### config.mk
export PLATFORM = sky130hd
export DESIGN_NAME = soma_serial_nbit
export DESIGN_NICKNAME = d
export VERILOG_FILES = /design/src/rtl/soma_serial_nbit.sv
export SDC_FILE = /design/constraint.sdc
export NUM_CORES = 1
export LEC_CHECK = 0
export ABC_CLOCK_PERIOD_IN_PS = 4100
export CAP_MARGIN = 40
export CORE_MARGIN = 2
export CORE_UTILIZATION = 40
export CTS_BUF_LIST = sky130_fd_sc_hd__clkbuf_4 sky130_fd_sc_hd__clkbuf_8
export DETAILED_ROUTE_END_ITERATION = 6
export PLACE_DENSITY_LB_ADDON = 0.25
export SKIP_LAST_GASP = 1
export SLEW_MARGIN = 30
export SYNTH_ARGS = -nofsm -noshare
export SYNTH_HDL_FRONTEND = slang
export SYNTH_SLANG_ARGS = --single-unit
### constraint.sdc
create_clock -name clk -period 4.1 [get_ports clk]
set_clock_uncertainty 0.15 [all_clocks]
set_input_delay 0.41 -clock clk [delete_from_list [all_inputs] [get_ports clk]]
set_output_delay 0.41 -clock clk [all_outputs]
set_load 0.1 [all_outputs]
### src/rtl/soma_serial_nbit.sv
// soma_serial_nbit: bit-serial adder/subtractor. One full-adder cell and a
// carry flop process a WIDTH-bit operation LSB first, one bit per clock, with
// a start/done handshake toward the controlling FSM.
module soma_serial_nbit #(
    parameter int WIDTH = 8
) (
    input  logic             clk,
    input  logic             rst,
    input  logic             start,
    input  logic             sub,
    input  logic [WIDTH-1:0] a,
    input  logic [WIDTH-1:0] b,
    input  logic             cin,
    output logic [WIDTH-1:0] sum,
    output logic             carry,
    output logic             overflow,
    output logic             busy,
    output logic             done
);

    localparam int CW = $clog2(WIDTH) + 1;
    localparam logic [CW-1:0] LAST_BIT = CW'(WIDTH - 1);

    typedef enum logic [1:0] {
        IDLE,
        BUSY,
        DONE
    } state_t;

    state_t state, state_next;

    // Operand shift registers, running carry, partial result and bit counter.
    // The partial result keeps only WIDTH-1 bits; the MSB of the final sum is
    // the bit produced on the last BUSY cycle.
    logic [WIDTH-1:0] op_a;
    logic [WIDTH-1:0] op_b;
    logic             c;
    logic [WIDTH-2:0] res;
    logic [CW-1:0]    cnt;

    logic             accept;
    logic             last_bit;
    logic             bit_s;
    logic             bit_c;
    logic [WIDTH-1:0] res_next;

    // Full-adder cell on the current LSBs and the partial result after this bit.
    always_comb begin
        bit_s    = op_a[0] ^ op_b[0] ^ c;
        bit_c    = (op_a[0] & op_b[0]) | (op_a[0] & c) | (op_b[0] & c);
        res_next = {bit_s, res};
        last_bit = (cnt == LAST_BIT);
    end

    // Next-state and handshake decode.
    always_comb begin
        // NOTE: every output of this block gets a default first so no path
        // leaves a variable unassigned, which would infer a latch.
        state_next = state;
        busy       = 1'b0;
        done       = 1'b0;
        accept     = 1'b0;
        case (state)
            IDLE: begin
                if (start) begin
                    accept     = 1'b1;
                    state_next = BUSY;
                end
            end
            BUSY: begin
                busy = 1'b1;
                if (last_bit) begin
                    state_next = DONE;
                end
            end
            DONE: begin
                done = 1'b1;
                if (start) begin
                    accept     = 1'b1;
                    state_next = BUSY;
                end else begin
                    state_next = IDLE;
                end
            end
            default: state_next = IDLE;
        endcase
    end

    // State register; reset aborts any operation in flight.
    always_ff @(posedge clk) begin
        // NOTE: sequential state uses non-blocking assignments so every flop
        // samples pre-edge values regardless of statement order.
        if (rst) begin
            state <= IDLE;
        end else begin
            state <= state_next;
        end
    end

    // Operand load, serial bit processing and result capture on the MSB.
    always_ff @(posedge clk) begin
        if (rst) begin
            op_a     <= '0;
            op_b     <= '0;
            c        <= 1'b0;
            res      <= '0;
            cnt      <= '0;
            sum      <= '0;
            carry    <= 1'b0;
            overflow <= 1'b0;
        end else if (accept) begin
            op_a <= a;
            op_b <= sub ? ~b : b;
            c    <= sub ? 1'b1 : cin;
            res  <= '0;
            cnt  <= '0;
        end else if (state == BUSY) begin
            op_a <= op_a >> 1;
            op_b <= op_b >> 1;
            c    <= bit_c;
            res  <= res_next[WIDTH-1:1];
            cnt  <= cnt + 1'b1;
            if (last_bit) begin
                sum      <= res_next;
                carry    <= bit_c;
                overflow <= c ^ bit_c;
            end
        end
    end

endmodule
; Word-level counts from Yosys, hierarchy flattened
; Index checks and enable logic that the tools add are counted.
[totals]
ff_bits = 40
input_bits = 21
out_inout_bits = 12
wordCells = 47
[classes]
n_addsub = 1
n_eq_ne = 5
mux = 16
bitwise_logic = 10
n_reduce_logical = 6
[ops]
columns = operator, count
row1 = $mux 8, 5
row2 = $mux 1, 8
row3 = $not 8->8, 1
row4 = $pmux 2 s3, 1
row5 = $add 4x1->4 const B, 1
row6 = $eq 4x3->1 const B, 1
row7 = $mux 2, 2
row8 = $ne 2x2->1 const B, 2
row9 = $reduce_or 2->1, 2
row10 = $and 1x1->1, 3
row11 = $reduce_and 3->1, 1
row12 = $xor 1x1->1, 3
row13 = $eq 2x1->1 const B, 1
row14 = $eq 2x2->1 const B, 1
row15 = $logic_not 2->1, 1
row16 = $or 1x1->1, 2
row17 = $reduce_and 2->1, 1
row18 = $reduce_bool 2->1, 1
row19 = $not 1->1, 1

; Logic depth before layout (Yosys ltp)
[depth]
depth_word = 5
depth_mapped = 7
ltp_nobuf = 4

; Worst setup path before layout
; Ideal clock, no wire load.
[synth_path]
path_type = reg-to-output
start = register state[0]
end = output port done
arrival_time_ns = 1.087
required_ns = 3.540
path_slack_ns = 2.453
path_stages_with_launch = 2
path_buffers = 0
path_cell_list = dfxtp_1 -> and2b_1
[synth_via]
elab_chain_cells = 2
[synth_rtl]
columns = item, line_no
row1 = "start, declared", 30  ; state_t state, state_next;
row2 = "start signal, assigned", 96  ; state <= state_next;
row3 = $eq 2x2->1, 63  ; case (state)
row4 = $mux 1, 63
row5 = "end, declared", 18  ; output logic done
; No other way between the ends.

; Worst setup path after layout
[layout_path]
start = register state[1]
end = output port busy
[layout_via]
elab_chain_cells = 2
[layout_rtl]
columns = item, line_no
row1 = $eq 2x1->1, 63
row2 = $mux 1, 63
row3 = "end, declared", 17  ; output logic busy,
; No other way between the ends.

==> summary.txt <==
clock latency on the worst-skew pair: 0.29 ns
clock slew at reported path FFs: 0.08 ns
total grt overflow: 0
worst-margin pin slew: 0.7230 ns
Compound-Gate Fraction of Synth Area: 0.1818
fraction of synthesized area in multiplexers: 0.005887
Max Slew Vio Count: 0
root buffer cell: clkbuf_8
RSZ-0062 raised after global routing: false
Area after DPL: 2147 um^2
Area Growth Syn to Fin: 32.82%
xor and xnor area share after synthesis: 0.05666
first-pass GRT wire length: 6.230 mm
YS warnings: 0
fillcell total: 368
outcome: completed
die height: 69.20 um
Final Hold Viols: 0
routability cong.: 0.7158
CP required: 3.54 ns
port bufs: 32
most common cell in the netlist: dfxtp_1
Post-DP HPWL: 2.303 mm
met1 wire length: 1.791 mm
Lkg Pwr: 0.8032 nW
critical path type: flop to output pin
Crit-path slowest cell: clkinv_2
Arr. time, crit path: 2.00 ns
core area: 4058 um^2
total wire length: 3.514 mm
Post-synth ARST share: 0
average wire per standard cell: 12.42 um
WL met3: 132 um
Net Count, Synth: 221
ordered list of cells on the worst path: nand2b_1, buf_4, clkinv_2, buf_4
peak supply drop: 0.1915 mV
worst hold slack: 0.3145 ns
post-synthesis cell type count: 30
highest metal used: met4
antenna cell count: 0
final net count: 255
Post-Syn Area: 1700 um^2
Critical path buffers and inverters: 3
Synth area leaders: dfxtp_1 (47%), a21oi_1 (7.4%), nand2_1 (5.5%), nand3_1 (4.7%), nor3_1 (4.7%)
post-synthesis sequential area ratio: 0.4709
clk buf depth: 2
layout cells sized above 1: 0.1073
Detailed Routing Iterations Pass 1: 4
1st-iter DRT viols: 96
kind of end point of the critical path: output pin
H-tree levels: 2
CP peak stage delay: 0.50 ns
Pwr Density: 374.4 nW/um^2
post-route cell area: 2258 um^2
total chip power: 0.8455 mW
initial antenna violation count: 0
average via count per standard cell: 5.046
simple-gate area share of the yosys netlist: 0.1891
Core Util, Final: 0.5566
post-route ant nets: 0
CTS resizes: 0
DRC Markers: 0
met2 routed WL: 1.535 mm
top cells by count, synth: dfxtp_1 (40), a21oi_1 (25), nand2_1 (25), nand3_1 (16), nor3_1 (16)
period utilization: 0.6233
Critical Path Start Type: flop
Post-synth EDFFs: 0
Post-Syn Instances: 198
CP Max Fanout: 38
Clock Sinks: 40
total track usage: 0.1581
Final setup viols: 0
total die area: 4789 um^2
Initial Util: 0.4191
CTS Buf Count: 5
Die X: 69.20 um
max frequency: 391.3 MHz
syn_area_per_cell: 8.588 um^2
largest family of logic cells by synthesized area: simple AND/OR/NAND/NOR gates
Synth Area in Adders: 0.01913
number of cell rows: 23
relative slew slack: 0.5170
Hold Crit Class: flop to flop
Max-cap violations: 0
top cell type's share of synthesized area: 0.4709
vias in the first global route: 1385
#FFs+latches synth: 40
TritonCTS clock tree: yes
post-synth top area cell: dfxtp_1
Post-CTS Setup Bufs: 0
Crit path max-delay family: buffers and inverters
vias after detailed routing: 1428
Hold-fix buffers, CTS: 0
TNS Setup: 0 ns
minimum clock period: 2.555 ns
top_reg_cell synth: dfxtp_1
CP most frequent cell: buf_4
total I/O pin count: 33
largest net degree at the start of global routing: 39
## path summary, 6_finish.rpt
path,startpoint,to,slack [ns],depth (start not counted)
max,state[1],busy,1.54,4
min,res[0],res[0],0.31,2
min reg2reg,res[0],res[0],0.31,2
max reg2reg,state[1],op_a[0],2.12,5
## flip-flops by register name (all words and copies together), names as in the netlist
name / count
cnt: 4
overflow: 1
state: 2
c: 1
carry: 1
sum: 8
res: 7
op_b: 8
op_a: 8
## routing by layer
layer,up-vias,GRT usage
met5,-,0
met4,0,0.05229
met3,5,0.04360
met2,25,0.2393
met1,641,0.2179
li1,757,-
## where the power goes
| part | internal [mW] | switching [mW] |
|---|---|---|
| combinational | 0.0462 | 0.0614 |
| clock | 0.187 | 0.133 |
| sequential | 0.406 | 0.0114 |
## kinds of logic after synthesis
logic type                 Yosys count
adders and majority gates            2
buffers and inverters               21
AOI/OAI and AO/OA                   55
muxes                                1
and+or+nand+nor                     68
xor gates and xnor gates            11
DFF                                 40
## layout by cell type, fill, tap and decap left out
cell,instances
a21oi_1,25
a22oi_1,4
a311oi_2,1
a31oi_1,4
and2b_1,1
and3b_1,1
buf_4,4
buf_8,11
bufinv_16,1
clkbuf_4,1
clkbuf_8,5
clkdlybuf4s50_1,31
clkinv_2,2
dfxtp_1,40
fa_1,1
ha_1,1
inv_1,1
mux2i_1,1
nand2_1,25
nand2b_1,2
nand3_1,16
nand3b_1,2
nor2_1,3
nor2b_1,1
nor3_1,16
o21ai_0,14
o22ai_1,7
or3_1,1
xnor2_1,2
xor2_1,9
## tightest hold or removal path, delay by kind of cell (launching register included)
kind             cells  cell delay, ns
flip-flops           1            0.31
AO/OA/AOI/OAI        1            0.05
AND/OR/NAND/NOR      1            0.05
## per-stage QoR
stage               instances  worst slack [ns]
global placement          263             1.760
CTS                       283             1.535
global route              283             1.415
floorplan                 198             2.453
finish                    283             1.545
detailed placement        275             1.866
## cell type report
| class | instances | area (um^2) | share of cell area |
|---|---|---|---|
| Clock buffer | 6 | 76.32 | 0.03379 |
| Tap cell | 50 | 62.56 | 0.02770 |
| Clock inverter | 2 | 35.03 | 0.01551 |
| Inverter | 2 | 8.758 | 0.003878 |
| Timing Repair Buffer | 46 | 505.5 | 0.2238 |
| Multi-Input combinational cell | 137 | 769.5 | 0.3407 |
| Sequential cell | 40 | 800.8 | 0.3546 |
(Power assumes the default switching activity.)
==> edit 1: new RTL, same flow settings <==
Set the parameter `WIDTH` to 16 (it was 8).
--- a/src/rtl/soma_serial_nbit.sv
+++ b/src/rtl/soma_serial_nbit.sv
@@ -3,5 +3,5 @@
 // a start/done handshake toward the controlling FSM.
 module soma_serial_nbit #(
-    parameter int WIDTH = 8
+    parameter int WIDTH = 16
 ) (
     input  logic             clk,
Ports: changed (resized a, b and sum); port bits go from 33 to 57. No check against the original RTL was run, so the function may have changed too.
==> edit 1 against the unedited design <==
- clock power up 94%
- sequential share of layout area rose by 0.72 points
- sequential cell count rose by 33
- via count increased by 81%
- critical path depth down 1
- final cell count is 84% higher
- synthesized area rose by 73%
- worst setup slack gained 0.39 ns
- total power rose by 87%
- synthesized cell count increased by 79%
- routed wire length up 83%
- design area up 79%
- sequential power up 83%
- largest cell class unchanged
- largest power group unchanged
- highest routed layer unchanged
==> edit 1: results (changes against the unedited design) <==
power:
  p_leak_nw: 1.44  # +79%
  total_power_mw: 1.58  # +87%
  p_sw_frac: 0.242  # -0.00118
  vdd_drop_max_uv: 189  # -1.3%
  sequentialPower_mw: 0.766  # +83%
  powerDensity_nw_per_um2: 392  # +4.7%
worst_setup_path:
  cp_max_fo: 7  # -82%
  slowest_delay_ns: 0.54  # +0.04 ns
  crit_arrival_ns: 1.61  # -0.39 ns
global_routing:
  grt_pass1_wl_mm: 10.8  # +73%
  grt_max_degree: 53  # +36%
clocking:
  htreeDepth: 3  # +1
  clock_latency_ns: 0.34  # +0.05 ns
  numCtsBuffers: 9  # +4
place:
  dpl_worst_slack_ns: 2.03  # +0.164 ns
  dpl.hpwl_mm: 4.19  # +82%
synth:
  synthAdderAreaFrac: 0.0153  # -0.00383
  synth.cells.most_frequent: "nand2_1 (80), dfxtp_1 (73), nor3_1 (48)"
  synth-xor-area-share: 0.0565  # -0.000136
  synthCells: 354  # +79%
  syn-num-nets: 394  # +78%
route:
  vias: 2584  # +81%
cells_and_area:
  drive_gt1_frac: 0.112  # +0.00434
  final-clk-cell-share: 0.0554  # +0.00613
  area_growth_pct: 37.2
  largestRegisters: "op_a x16, op_b x16, sum x16"
  multi_input_area_um2: 1310  # +70%
outcome:
  outcome: "finished clean"
timing:
  worst_pin_slew_ns: 0.703  # -0.0203 ns
-- edit 1: cell types whose count changed after synthesis, sizes merged, moves of 7 or more --
cell,change
nor3,+32
o21ai,-7
a21oi,+12
o22ai,+17
xor2,+8
nand3,-11
dfxtp,+33
buf,+8
nand2,+55
-- edit 1: per-layer routing --
metal  routed length (um)  vias to the layer above  track usage  part of all wire
li1                     -                     1339            -                 -
met1                 2980                     1172        0.207              0.46
met2                 3120                       67        0.263              0.48
met3                  282                        6       0.0293             0.044
met4                   52                        0       0.0962            0.0081
met5                    0                        -            0                 0
-- edit 1: final timing paths --
path	startpoint	end	slack [ns]	cells after the start
hold reg to reg	sum[7]$_SDFFE_PP0P_	sum[7]$_SDFFE_PP0P_	0.30	2
hold / removal	sum[7]$_SDFFE_PP0P_	sum[7]$_SDFFE_PP0P_	0.30	2
setup / recovery	state[0]$_SDFFE_PP0P_	done	1.93	3
setup reg to reg	cnt[0]$_SDFFE_PP0P_	overflow$_SDFFE_PP0P_	2.04	6
==> edit 2: new RTL, config.mk and constraints unchanged <==
Without the edit above. Register the output `sum` once more, cleared by the reset; this adds one clock of latency there. The other outputs are not delayed to match.
--- a/src/rtl/soma_serial_nbit.sv
+++ b/src/rtl/soma_serial_nbit.sv
@@ -27,4 +27,6 @@
         DONE
     } state_t;
+
+    logic [WIDTH-1:0] sum_s0;
 
     state_t state, state_next;
@@ -106,5 +108,5 @@
             res      <= '0;
             cnt      <= '0;
-            sum      <= '0;
+            sum_s0   <= '0;
             carry    <= 1'b0;
             overflow <= 1'b0;
@@ -122,5 +124,5 @@
             cnt  <= cnt + 1'b1;
             if (last_bit) begin
-                sum      <= res_next;
+                sum_s0   <= res_next;
                 carry    <= bit_c;
                 overflow <= c ^ bit_c;
@@ -129,3 +131,11 @@
     end
 
+    always_ff @(posedge clk) begin
+        if (rst) begin
+            sum <= '0;
+        end else begin
+            sum <= sum_s0;
+        end
+    end
+
 endmodule
Function: changed (a bounded check fails within 10 cycles, from zero or initial values and one cycle with rst high).
==> edit 2 against the unedited design <==
- synthesized area grew 13%
- sequential power grew 18%
- via count grew 7.2%
- worst setup slack lost 0.0035 ns
- critical path type unchanged
- sequential cell count grew 8
- design area grew 11%
- routed wire length grew 2.3%
- critical path depth is the same
- highest routed layer unchanged
- hold slack lost 0.0022 ns
- utilization shrank 1.8 points
- count of clock-buffer cells in the layout shrank 1
- total power grew 25%
==> edit 2: results (changes against the unedited design) <==
route:
  vias: 1531  # +7.2%
  first_iter_violations: 74  # -23%
  drtPass1Iterations: 6  # +2
  viasPerCell: 5.09  # +0.80%
  wl_per_cell_um: 11.9  # -3.8%
synth:
  syn-num-nets: 237  # +7.2%
  synthAdderAreaFrac: 0.0170  # -0.00215
  synthTopCellsByArea: "dfxtp_1 (50%), a21oi_1 (6.3%), nor3_1 (5.2%)"
  ys_seq_area_frac: 0.502  # +0.0307
  synth.mux.area_fraction: 0.00523  # -0.000661
  synth_compound_area_frac: 0.155  # -0.0263
  synthCells: 214  # +8.1%
  synth-xor-area-share: 0.0503  # -0.00637
  synth.cells.most_frequent: "dfxtp_1 (48), a21oi_1 (24), nand2_1 (23)"
outcome:
  outcome: "finished clean"
clocking:
  cts.clk_slew.worst_paths_ns: 0.09
  htreeDepth: 2  # unchanged
  clockBufferDepth: 2  # unchanged
power:
  powerDensity_nw_per_um2: 421  # +13%
  vdd_drop_max_uv: 226  # +18%
  sequentialPower_mw: 0.495  # +18%
  p_leak_nw: 0.901  # +12%
  clkPwrFrac: 0.430  # +0.051
  p_sw_frac: 0.211  # -0.0321
place:
  dpl_worst_slack_ns: 1.84  # -0.0256 ns
  place_area_um2: 2350  # +9.6%
  dp.cells: 293  # +6.5%
  dpl.hpwl_mm: 2.31  # +0.18%
  place_congestion: 0.718  # +0.25%
global_routing:
  grt_usage: 0.145  # -0.0132
  grt_pass1_wl_mm: 5.98  # -4.0%
  grt_pass1_vias: 1327  # -4.2%
  grt_max_degree: 39  # unchanged
min_path:
  worstHoldPathType: "reg -> reg"
cells_and_area:
  nets: 269  # +5.5%
  drive_gt1_frac: 0.101  # -0.00608
worst_setup_path:
  r2r_start: "state[0]$_SDFFE_PP0P_"
  r2r_cells: 5  # unchanged
timing:
  worst_pin_slew_ns: 0.675  # -0.0482 ns
  setup_ws_ns: 1.54  # -0.00352 ns
  hold_ws_ns: 0.312  # -0.00217 ns
==> edit 2: changes by cell type in the layout (fill, tap and decap cells not counted), moves of 2 or more <==
cell	change
bufinv_16	+2
nor2b_1	+7
o22ai_1	+2
nor3_1	+4
nand2_1	-2
dfxtp_1	+8
==> edit 2: area by class of cell <==
cell class	instances	area, um2
fillers	405	2150
flip-flops and latches	48	961
multi-input cells	144	818
repair buffers	45	498
clock inverters	3	90.1
clock buffers	5	68.8
well taps	54	67.6
inverters	2	8.76
==> edit 2: metal layers <==
layer / routed length [um] / vias up / global-route usage
met2: 1660 / 35 / 0.231
met5: 0 / - / 0
li1: - / 806 / -
met4: 31 / 0 / 0.0556
met3: 165 / 2 / 0.0414
met1: 1730 / 688 / 0.185
==> edit 2: worst max-delay path: stages, from the launching register on <==
cell and delay [ns]:
dfxtp_1 0.35, nand2b_1 0.08, buf_4 0.33, clkinv_2 0.51, buf_4 0.42
